===== src/rtl/operand_fetch_stage_if.sv =====
// ----------------------------------------------------------------------------
// operand_fetch_stage_if
//   Bundles the IFID-side inputs, the forwarding buses, the load-use hazard
//   inputs and the IDEX register outputs of operand_fetch_stage.
//
//   master : the surrounding pipeline (drives IFID, forwarding, flush, ready)
//   slave  : operand_fetch_stage (drives ifid_stall and the IDEX register)
//
//   Signals
//     ifid_valid, ifid_instr        IFID register contents
//     rf_ra_data, rf_rb_data        async register-file reads (src_a and rb)
//     fwd_ex_*, fwd_mem_*           EX / MEM forwarding buses
//     ex_load_pending, ex_load_reg  load currently in EX and its destination
//     flush, idex_ready             flush request, execute-stage accept
//     ifid_stall                    hold PC and IFID
//     idex_*                        registered IDEX contents
// ----------------------------------------------------------------------------
interface operand_fetch_stage_if #(
    parameter int DATA_W = 8,
    parameter int REG_AW = 2
);
    logic              ifid_valid;
    logic [7:0]        ifid_instr;
    logic [DATA_W-1:0] rf_ra_data;
    logic [DATA_W-1:0] rf_rb_data;
    logic              fwd_ex_valid;
    logic [REG_AW-1:0] fwd_ex_reg;
    logic [DATA_W-1:0] fwd_ex_data;
    logic              fwd_mem_valid;
    logic [REG_AW-1:0] fwd_mem_reg;
    logic [DATA_W-1:0] fwd_mem_data;
    logic              ex_load_pending;
    logic [REG_AW-1:0] ex_load_reg;
    logic              flush;
    logic              idex_ready;
    logic              ifid_stall;
    logic              idex_valid;
    logic [3:0]        idex_opcode;
    logic [REG_AW-1:0] idex_ra;
    logic [REG_AW-1:0] idex_rb;
    logic [DATA_W-1:0] idex_op_a;
    logic [DATA_W-1:0] idex_op_b;

    modport master (
        output ifid_valid, ifid_instr, rf_ra_data, rf_rb_data,
               fwd_ex_valid, fwd_ex_reg, fwd_ex_data,
               fwd_mem_valid, fwd_mem_reg, fwd_mem_data,
               ex_load_pending, ex_load_reg, flush, idex_ready,
        input  ifid_stall, idex_valid, idex_opcode, idex_ra, idex_rb,
               idex_op_a, idex_op_b
    );

    modport slave (
        input  ifid_valid, ifid_instr, rf_ra_data, rf_rb_data,
               fwd_ex_valid, fwd_ex_reg, fwd_ex_data,
               fwd_mem_valid, fwd_mem_reg, fwd_mem_data,
               ex_load_pending, ex_load_reg, flush, idex_ready,
        output ifid_stall, idex_valid, idex_opcode, idex_ra, idex_rb,
               idex_op_a, idex_op_b
    );
endinterface


===== src/rtl/operand_fetch_stage.sv =====
// ----------------------------------------------------------------------------
// operand_fetch_stage
//   Decode-side operand fetch for the 8-bit Harvard pipeline. Resolves each
//   source operand from the EX forward bus, the MEM forward bus or the
//   register file (newest first), inserts one bubble per load-use hazard and
//   registers the result into IDEX.
//
//   Ports
//     clk, rst_n   clock, asynchronous active-low reset
//     bus          operand_fetch_stage_if.slave (IFID in, forwarding in,
//                  ifid_stall out, IDEX register out)
//   Optional (macro OPERAND_FETCH_STALL_CNT_EN)
//     cnt_clr      synchronous clear of both counters
//     stall_cnt    saturating count of load-use bubbles inserted
//     bp_cnt       saturating count of backpressure (~advance) cycles
//
//   The register file is addressed with src_a (SP for PUSH/POP) outside
//   this block; rf_ra_data is expected to be that read.
// ----------------------------------------------------------------------------
module operand_fetch_stage #(
    parameter int DATA_W = 8,
    parameter int REG_AW = 2
) (
    input logic                   clk,
    input logic                   rst_n,
    operand_fetch_stage_if.slave  bus
`ifdef OPERAND_FETCH_STALL_CNT_EN
    ,
    input  logic                  cnt_clr,
    output logic [15:0]           stall_cnt,
    output logic [15:0]           bp_cnt
`endif
);

    localparam logic [REG_AW-1:0] SP_REG = REG_AW'(3);

    typedef enum logic {RUN, STALL} state_t;

    state_t            state;
    logic [3:0]        opcode;
    logic [REG_AW-1:0] ra;
    logic [REG_AW-1:0] rb;
    logic [REG_AW-1:0] src_a;
    logic              is_push_pop;
    logic              is_in;
    logic              uses_a;
    logic              uses_b;
    logic              haz;
    logic              advance;
    logic [DATA_W-1:0] op_a;
    logic [DATA_W-1:0] op_b;

    // Newest-value selection; EX is younger than MEM so it wins on a tie.
    function automatic logic [DATA_W-1:0] resolve(
        input logic [REG_AW-1:0] src,
        input logic [DATA_W-1:0] rf_data,
        input logic              ex_v,
        input logic [REG_AW-1:0] ex_r,
        input logic [DATA_W-1:0] ex_d,
        input logic              mem_v,
        input logic [REG_AW-1:0] mem_r,
        input logic [DATA_W-1:0] mem_d
    );
        if (ex_v && ex_r == src)        return ex_d;
        else if (mem_v && mem_r == src) return mem_d;
        else                            return rf_data;
    endfunction

    always_comb begin
        // NOTE: every always_comb output gets a default before any branch,
        // so no path can leave a value unassigned and infer a latch.
        uses_a      = 1'b0;
        opcode      = bus.ifid_instr[7:4];
        ra          = REG_AW'(bus.ifid_instr[3:2]);
        rb          = REG_AW'(bus.ifid_instr[1:0]);
        is_push_pop = (opcode == 4'h7) && (ra == REG_AW'(0) || ra == REG_AW'(1));
        is_in       = (opcode == 4'h7) && (ra == REG_AW'(3));
        src_a       = is_push_pop ? SP_REG : ra;

        unique case (opcode)
            4'h2, 4'h3, 4'h4, 4'h5, 4'hA, 4'hD, 4'hE: uses_a = 1'b1;
            default:                                  uses_a = is_push_pop;
        endcase
        uses_b = !((opcode == 4'h0) || (opcode == 4'hC) || is_in);

        op_a = resolve(src_a, bus.rf_ra_data,
                       bus.fwd_ex_valid, bus.fwd_ex_reg, bus.fwd_ex_data,
                       bus.fwd_mem_valid, bus.fwd_mem_reg, bus.fwd_mem_data);
        op_b = resolve(rb, bus.rf_rb_data,
                       bus.fwd_ex_valid, bus.fwd_ex_reg, bus.fwd_ex_data,
                       bus.fwd_mem_valid, bus.fwd_mem_reg, bus.fwd_mem_data);

        // In STALL the load has moved to MEM, so its value is forwardable.
        haz = bus.ifid_valid && bus.ex_load_pending && (state == RUN) &&
              ((uses_a && bus.ex_load_reg == src_a) ||
               (uses_b && bus.ex_load_reg == rb));

        advance = bus.idex_ready || !bus.idex_valid;
    end

    // Stall is masked during reset and flush so the front end never holds a
    // stale instruction across either event.
    assign bus.ifid_stall = rst_n && !bus.flush && (haz || !advance);

    always_ff @(posedge clk or negedge rst_n) begin
        if (!rst_n) begin
            state           <= RUN;
            bus.idex_valid  <= 1'b0;
            bus.idex_opcode <= '0;
            bus.idex_ra     <= '0;
            bus.idex_rb     <= '0;
            bus.idex_op_a   <= '0;
            bus.idex_op_b   <= '0;
        end else if (bus.flush) begin
            // NOTE: sequential state uses non-blocking assignments so every
            // register samples pre-edge values regardless of statement order.
            state           <= RUN;
            bus.idex_valid  <= 1'b0;
            bus.idex_opcode <= '0;
            bus.idex_ra     <= '0;
            bus.idex_rb     <= '0;
        end else if (advance) begin
            if (haz) begin
                // Bubble: NOP encoding; operand fields are don't-care and hold.
                state           <= STALL;
                bus.idex_valid  <= 1'b0;
                bus.idex_opcode <= '0;
                bus.idex_ra     <= '0;
                bus.idex_rb     <= '0;
            end else begin
                state           <= RUN;
                bus.idex_valid  <= bus.ifid_valid;
                bus.idex_opcode <= opcode;
                bus.idex_ra     <= ra;
                bus.idex_rb     <= rb;
                bus.idex_op_a   <= op_a;
                bus.idex_op_b   <= op_b;
            end
        end
        // ~advance: IDEX and state hold.
    end

`ifdef OPERAND_FETCH_STALL_CNT_EN
    logic bubble_ins;
    assign bubble_ins = !bus.flush && advance && haz;

    always_ff @(posedge clk or negedge rst_n) begin
        if (!rst_n) begin
            stall_cnt <= '0;
            bp_cnt    <= '0;
        end else if (cnt_clr) begin
            stall_cnt <= '0;
            bp_cnt    <= '0;
        end else begin
            if (bubble_ins && stall_cnt != 16'hFFFF) stall_cnt <= stall_cnt + 16'd1;
            if (!advance && bp_cnt != 16'hFFFF)      bp_cnt    <= bp_cnt + 16'd1;
        end
    end
`endif

endmodule


===== src/flat_wrapper.sv =====
// flat-port wrapper written by rule: the top's interface ports become plain ports
module operand_fetch_stage_flat 
#(
    parameter int DATA_W = 8,
    parameter int REG_AW = 2
)
  (clk, rst_n, bus_ifid_valid, bus_ifid_instr, bus_rf_ra_data, bus_rf_rb_data, bus_fwd_ex_valid, bus_fwd_ex_reg, bus_fwd_ex_data, bus_fwd_mem_valid, bus_fwd_mem_reg, bus_fwd_mem_data, bus_ex_load_pending, bus_ex_load_reg, bus_flush, bus_idex_ready, bus_ifid_stall, bus_idex_valid, bus_idex_opcode, bus_idex_ra, bus_idex_rb, bus_idex_op_a, bus_idex_op_b);
  operand_fetch_stage_if #(.DATA_W(DATA_W), .REG_AW(REG_AW)) bus_i ();
  input logic clk;
  input logic rst_n;
  input wire logic [$bits(bus_i.ifid_valid)-1:0] bus_ifid_valid;
  input wire logic [$bits(bus_i.ifid_instr)-1:0] bus_ifid_instr;
  input wire logic [$bits(bus_i.rf_ra_data)-1:0] bus_rf_ra_data;
  input wire logic [$bits(bus_i.rf_rb_data)-1:0] bus_rf_rb_data;
  input wire logic [$bits(bus_i.fwd_ex_valid)-1:0] bus_fwd_ex_valid;
  input wire logic [$bits(bus_i.fwd_ex_reg)-1:0] bus_fwd_ex_reg;
  input wire logic [$bits(bus_i.fwd_ex_data)-1:0] bus_fwd_ex_data;
  input wire logic [$bits(bus_i.fwd_mem_valid)-1:0] bus_fwd_mem_valid;
  input wire logic [$bits(bus_i.fwd_mem_reg)-1:0] bus_fwd_mem_reg;
  input wire logic [$bits(bus_i.fwd_mem_data)-1:0] bus_fwd_mem_data;
  input wire logic [$bits(bus_i.ex_load_pending)-1:0] bus_ex_load_pending;
  input wire logic [$bits(bus_i.ex_load_reg)-1:0] bus_ex_load_reg;
  input wire logic [$bits(bus_i.flush)-1:0] bus_flush;
  input wire logic [$bits(bus_i.idex_ready)-1:0] bus_idex_ready;
  output wire logic [$bits(bus_i.ifid_stall)-1:0] bus_ifid_stall;
  output wire logic [$bits(bus_i.idex_valid)-1:0] bus_idex_valid;
  output wire logic [$bits(bus_i.idex_opcode)-1:0] bus_idex_opcode;
  output wire logic [$bits(bus_i.idex_ra)-1:0] bus_idex_ra;
  output wire logic [$bits(bus_i.idex_rb)-1:0] bus_idex_rb;
  output wire logic [$bits(bus_i.idex_op_a)-1:0] bus_idex_op_a;
  output wire logic [$bits(bus_i.idex_op_b)-1:0] bus_idex_op_b;
  assign bus_i.ifid_valid = bus_ifid_valid;
  assign bus_i.ifid_instr = bus_ifid_instr;
  assign bus_i.rf_ra_data = bus_rf_ra_data;
  assign bus_i.rf_rb_data = bus_rf_rb_data;
  assign bus_i.fwd_ex_valid = bus_fwd_ex_valid;
  assign bus_i.fwd_ex_reg = bus_fwd_ex_reg;
  assign bus_i.fwd_ex_data = bus_fwd_ex_data;
  assign bus_i.fwd_mem_valid = bus_fwd_mem_valid;
  assign bus_i.fwd_mem_reg = bus_fwd_mem_reg;
  assign bus_i.fwd_mem_data = bus_fwd_mem_data;
  assign bus_i.ex_load_pending = bus_ex_load_pending;
  assign bus_i.ex_load_reg = bus_ex_load_reg;
  assign bus_i.flush = bus_flush;
  assign bus_i.idex_ready = bus_idex_ready;
  assign bus_ifid_stall = bus_i.ifid_stall;
  assign bus_idex_valid = bus_i.idex_valid;
  assign bus_idex_opcode = bus_i.idex_opcode;
  assign bus_idex_ra = bus_i.idex_ra;
  assign bus_idex_rb = bus_i.idex_rb;
  assign bus_idex_op_a = bus_i.idex_op_a;
  assign bus_idex_op_b = bus_i.idex_op_b;
  operand_fetch_stage #(.DATA_W(DATA_W), .REG_AW(REG_AW)) u_core (.clk(clk), .rst_n(rst_n), .bus(bus_i));
endmodule

===== config.mk =====
export PLATFORM = sky130hd
export DESIGN_NAME = operand_fetch_stage_flat
export DESIGN_NICKNAME = d
export VERILOG_FILES = /design/src/rtl/operand_fetch_stage_if.sv /design/src/rtl/operand_fetch_stage.sv /design/src/flat_wrapper.sv
export SDC_FILE = /design/constraint.sdc
export NUM_CORES = 1
export LEC_CHECK = 0
export BUFFER_PORTS_ARGS = -buffer_cell sky130_fd_sc_hd__buf_2
export CORE_AREA = 8 8 84 86
export DETAILED_ROUTE_END_ITERATION = 7
export DIE_AREA = 0 0 92 94
export GPL_TIMING_DRIVEN = 0
export MAX_ROUTING_LAYER = met4
export PLACE_DENSITY = 0.65
export SYNTH_ARGS = -nofsm -noshare
export SYNTH_HDL_FRONTEND = slang
export SYNTH_SLANG_ARGS = --single-unit

===== constraint.sdc =====
create_clock -name clk -period 1.6 [get_ports clk]
set_clock_uncertainty 0.2 [all_clocks]
set_input_delay 0.16 -clock clk [delete_from_list [all_inputs] [get_ports clk]]
set_output_delay 0.16 -clock clk [all_outputs]
set_load 0.05 [all_outputs]

=== Word-level counts from Yosys, hierarchy flattened ===
Index checks and enable logic that the tools add are counted.

* Bits in registers: 26
* Logic and storage cells: 76

* Equality and inequality tests: 17
* Mux-type cells: 21
* Bitwise gates (word level): 3
* Reductions and logical operators: 28

{| class="wikitable"
|+ Operators by type and width
! kind !! count
|-
| $mux W8 || 4
|-
| $eq A4 B4 Y1 const B || 4
|-
| $mux W2 || 7
|-
| $logic_and A1 B1 Y1 || 13
|-
| $eq A2 B2 Y1 || 6
|-
| $eq A4 B3 Y1 const B || 3
|-
| $mux W4 || 3
|-
| $eq A4 B2 Y1 const B || 2
|-
| $mux W1 || 7
|-
| $reduce_or A7 Y1 || 1
|-
| $logic_or A1 B1 Y1 || 6
|-
| $logic_not A1 Y1 || 4
|-
| $logic_not A4 Y1 || 1
|-
| $not A1 Y1 || 3
|-
| $reduce_and A3 Y1 || 1
|-
| $eq A2 B1 Y1 const B || 1
|-
| $eq A2 B2 Y1 const B || 1
|-
| $logic_not A2 Y1 || 1
|-
| $reduce_bool A2 Y1 || 1
|}

=== Logic depth before layout (Yosys ltp) ===
* Depth after elaboration: 11
* Gate-level depth with buffers: 8

=== Worst setup path before layout ===
OpenSTA, ideal clock, no wires.

* Path type: input port to output port
* From: in bus_ifid_instr[7]
* To: out bus_ifid_stall
* Data arrival time: 2.237 ns
* Data required time: 1.240 ns
* Setup slack: -0.997 ns
* Stages on the path: 6
* Buffers on the path: 0
* Path through: nand4b_2 -> nor3b_1 -> a21oi_1 -> o22ai_1 -> a21oi_1 -> nor3b_1

* Longest elaborated chain between the ends: 9
* Elaborated cells on any way between the ends: 25

{| class="wikitable"
|+ Ends and longest elaborated chain
! item !! line !! text
|-
| start: declaration || flat_wrapper.sv:12 || <nowiki>input wire logic [$bits(bus_i.ifid_instr)-1:0] bus_ifid_instr;</nowiki>
|-
| $eq A4 B3 Y1, or another cell as far along || operand_fetch_stage.sv:76, operand_fetch_stage.sv:77 ||
|-
| $logic_and A1 B1 Y1, or another cell as far along || operand_fetch_stage.sv:76 || <nowiki>is_push_pop = (opcode == 4'h7) && (ra == REG_AW'(0) || ra == REG_AW'(1));</nowiki>
|-
| $mux W2 / $logic_or A1 B1 Y1 (equally long branches) || operand_fetch_stage.sv:78, operand_fetch_stage.sv:84 ||
|-
| $eq A2 B2 Y1 / $logic_not A1 Y1 (equally long branches) || operand_fetch_stage.sv:95, operand_fetch_stage.sv:84 ||
|-
| $logic_and A1 B1 Y1, on equally long branches || operand_fetch_stage.sv:95, operand_fetch_stage.sv:96 ||
|-
| $logic_or A1 B1 Y1 * || operand_fetch_stage.sv:95 || <nowiki>((uses_a && bus.ex_load_reg == src_a) ||</nowiki>
|-
| $logic_and A1 B1 Y1 * || operand_fetch_stage.sv:94 || <nowiki>haz = bus.ifid_valid && bus.ex_load_pending && (state == RUN) &&</nowiki>
|-
| $logic_or A1 B1 Y1 * || operand_fetch_stage.sv:103 || <nowiki>assign bus.ifid_stall = rst_n && !bus.flush && (haz || !advance);</nowiki>
|-
| $logic_and A1 B1 Y1 * || operand_fetch_stage.sv:103 ||
|-
| end: declaration || flat_wrapper.sv:25 || <nowiki>output wire logic [$bits(bus_i.ifid_stall)-1:0] bus_ifid_stall;</nowiki>
|}

Every way passes the cells marked *; elsewhere a longest branch is shown, timed or not.

=== Final worst setup path ===
* From: in bus_ifid_instr[7]
* To: reg u_core.bus.idex_op_a[2] in the netlist's numbering

* Longest elaborated chain between the ends: 9
* Elaborated cells on any way between the ends: 31

{| class="wikitable"
|+ Ends and longest elaborated chain
! item !! line !! text
|-
| $eq A4 B3 Y1, or another cell as far along || operand_fetch_stage.sv:76, operand_fetch_stage.sv:77 ||
|-
| $logic_and A1 B1 Y1, or another cell as far along || operand_fetch_stage.sv:76 ||
|-
| $mux W2 / $logic_or A1 B1 Y1 (equally long branches) || operand_fetch_stage.sv:78, operand_fetch_stage.sv:84 ||
|-
| $eq A2 B2 Y1 / $logic_not A1 Y1 (equally long branches) || operand_fetch_stage.sv:95, operand_fetch_stage.sv:84 ||
|-
| $logic_and A1 B1 Y1, on equally long branches || operand_fetch_stage.sv:95, operand_fetch_stage.sv:96 ||
|-
| $logic_or A1 B1 Y1 || operand_fetch_stage.sv:95 ||
|-
| $logic_and A1 B1 Y1 || operand_fetch_stage.sv:94 ||
|-
| $not A1 Y1 (no line) || -- ||
|-
| $reduce_and A3 Y1 (no line) || -- ||
|-
| end signal: assignment || operand_fetch_stage.sv:136 || <nowiki>bus.idex_op_a <= op_a;</nowiki>
|-
| end: declaration || operand_fetch_stage_if.sv:59 || <nowiki>idex_op_a, idex_op_b</nowiki>
|}

Parallel ways exist; a longest one is shown, timed or not.
A chain may end at the register's enable or synchronous reset.

==> impl_metrics.json <==
{
  "violations": "negative hold slack, negative setup slack",
  "ys_warn_count": 0,
  "final_cell_mix": "buf_2, dfrtp_1, mux2_2, mux2_4, nor2_1",
  "grt_pass1_vias": 1634,
  "io_pins": 80,
  "synth.distinct_cells": 31,
  "synth-seq-cells": 26,
  "drt_iter0_drc": 41,
  "setup_ws_ps": -326,
  "yosysSeqAreaShare_pct": 39.4,
  "wire_per_inst_um": 16.6,
  "status": "complete, but fails checks",
  "path_max_fanout": 8,
  "synth_nets": 198,
  "num_vias": 1460,
  "postRouteAntennaNets": 0,
  "antenna_found_initial": 0,
  "power_density_nw_per_um2": 952,
  "hold_viol": 26,
  "layout.cells.non_filler": 315,
  "die_h_um": 94,
  "core_area_um2": 5750,
  "maxCapViolCount": 0,
  "syn_to_final_growth_pct": 47.8,
  "worst_slew_pin_slew_ps": 645,
  "cp_slowest_cell": "mux2_2",
  "stdcell_area_um2": 2440,
  "path_delay_family": "multiplexers",
  "grt_pass1_wl_um": 8380,
  "cts-root-buf": "clkbuf_8",
  "mostFrequentLayoutCell": "buf_2",
  "htreeDepth": 1,
  "fillers": 588,
  "final_core_util_pct": 42.5,
  "grt-ovfl-total": 0,
  "finalCritPeriodShare_pct": 120,
  "cts_buffers": 3,
  "wl_um": 5220,
  "clk_latency_ps": 260,
  "synth.avg_cell_area_um2": 11.5,
  "setup_viol": 26,
  "clk_path_buf_depth": 2,
  "rows": 28,
  "synth_area_um2": 1650,
  "slew_headroom_pct": 56.9,
  "p_total_mw": 2.32,
  "initial_core_util_pct": 28.7,
  "crit_type": "in2reg",
  "place_congestion": 0.735,
  "multi_input_area_um2": 1040,
  "seq_area_um2": 651,
  "cp-end-kind": "flip-flop",
  "viasPerCell": 4.63,
  "n_antenna_cell": 0,
  "rsz0062_at_grt": "true",
  "dpl.hpwl_um": 3950,
  "drive_above_1_share_pct": 57.9,
  "clock.fmax_mhz": 519,
  "ir_drop_mv": 0.521,
  "die_w_um": 92,
  "cp.required_ps": 1560,
  "grt_max_degree": 28,
  "critPathArrivalTime_ps": 1890,
  "dp.cells": 298,
  "cts_tree": "built",
  "drtPass1Iterations": 4,
  "min-delay-path-class": "in2async",
  "path_clk_slew_ps": 90,
  "grt_usage_pct": 12.5,
  "drc": 0,
  "clock_sinks": 26,
  "fin_crit_ps": 1930,
  "crit_buf_inv": 4,
  "maxSlewViolCount": 0,
  "start_kind": "input pin",
  "cpPeakStageDelay_ps": 270,
  "p_leak_nw": 1.22,
  "io_buffer_count": 79,
  "dieArea_um2": 8650,
  "final_nets": 295,
  "place_area_um2": 2180,
  "cp_cell_sequence": "buf_8, nand4b_4, buf_6, buf_4, o211a_1, buf_6, mux2_2, mux2_2, mux2_4",
  "hold_buffers": 2,
  "syn_inst": 144,
  "hold_ws_ps": -305
}
-- routing by layer --
metal / vias to the layer above / share of wire (%) / GRT usage (%)
met5: - / 0 / -
met4: 0 / 0.54 / 3.22
met3: 2 / 3.6 / 2.08
met2: 40 / 49 / 20.3
met1: 702 / 47 / 15.8
li1: 716 / - / -
-- cells by family (layout without fill, tap and decap cells) --
logic type / count (synthesis) / after routing / synth area share [%]
flops: 26 / 26 / 39.4
simple gates: 33 / 33 / 10.2
mux: 41 / 41 / 29.5
buf+inv: 6 / 102 / 2.65
xor+xnor: 11 / 11 / 5.83
compound gates: 27 / 27 / 12.4
-- stage by stage --
step                      TNS, ps  worst slack (ps)  hold slack, ps
after global routing        -7680              -397            -260
after CTS                   -6880              -355            -286
after floorplan             -7320              -396            -336
after global placement     -17730              -810            14.1
after detailed placement   -19160              -861            15.2
final                       -5620              -326            -305
-- final cells by class --
type	instances	area share (%)
repair buffers	93	22.7
multi-input cells	112	42.6
well taps	75	3.84
plain buffers	5	2.00
flip-flops and latches	26	26.7
clock buffers	4	2.26
-- state kept, by name, indices dropped and copies added (netlist names) --
register	count
u_core.bus.idex_opcode	4
u_core.bus.idex_ra	2
u_core.state	1
u_core.bus.idex_rb	2
u_core.bus.idex_op_b	8
u_core.bus.idex_valid	1
u_core.bus.idex_op_a	8
-- final timing paths --
path,from,endpoint,slack [ps],depth (start not counted)
max,bus_ifid_instr[7],u_core.bus.idex_op_a[2]$_DFFE_PN0P_,-330,9
min,rst_n,u_core.bus.idex_valid$_DFFE_PN0P_,-300,1
max reg2reg,u_core.bus.idex_valid$_DFFE_PN0P_,u_core.bus.idex_op_a[6]$_DFFE_PN0P_,-130,5
min in group clk,bus_ifid_instr[4],u_core.bus.idex_opcode[0]$_DFFE_PN0P_,20,2
min reg2reg,u_core.bus.idex_opcode[3]$_DFFE_PN0P_,u_core.bus.idex_opcode[3]$_DFFE_PN0P_,310,1
max in group asynchronous,rst_n,u_core.state$_DFFE_PN0P_,1100,1
-- timing repair --
action                                  in CTS  in global routing
pin swaps                                    5                 12
resized for setup                           19                 10
endpoints found under the hold margin       28                 26
setup buffers                               10                  3
gates cloned                                 1                  0
endpoints found under the setup margin      26                 26
-- cells in the mapped netlist, drive strengths merged --
cell type / n / area (µm²)
o21bai: 1 / 11.3
dfrtp: 26 / 651
nand3: 2 / 10.0
nand2b: 2 / 12.5
nor3: 2 / 10.0
nor2: 14 / 52.6
xor2: 3 / 26.3
mux2: 32 / 398
buf: 5 / 40.0
clkbuf: 1 / 3.75
a21oi: 11 / 55.1
o311ai: 1 / 8.76
xnor2: 8 / 70.1
nor3b: 2 / 15.0
a211oi: 1 / 20.0
o21a: 1 / 7.51
mux2i: 9 / 90.1
nor2b: 2 / 12.5
o22ai: 1 / 6.26
a22o: 9 / 78.8
nand4b: 2 / 23.8
a21o: 1 / 7.51
nand2: 5 / 18.8
nand4: 2 / 12.5
o211a: 1 / 10.0
-- report_power, final --
| group | switching [mW] | total (mW) | internal (mW) |
|---|---|---|---|
| registers | 0.0568 | 0.821 | 0.764 |
| logic | 0.664 | 1.08 | 0.416 |
| clock network | 0.203 | 0.423 | 0.220 |
Power figures use the tool's default switching activity.
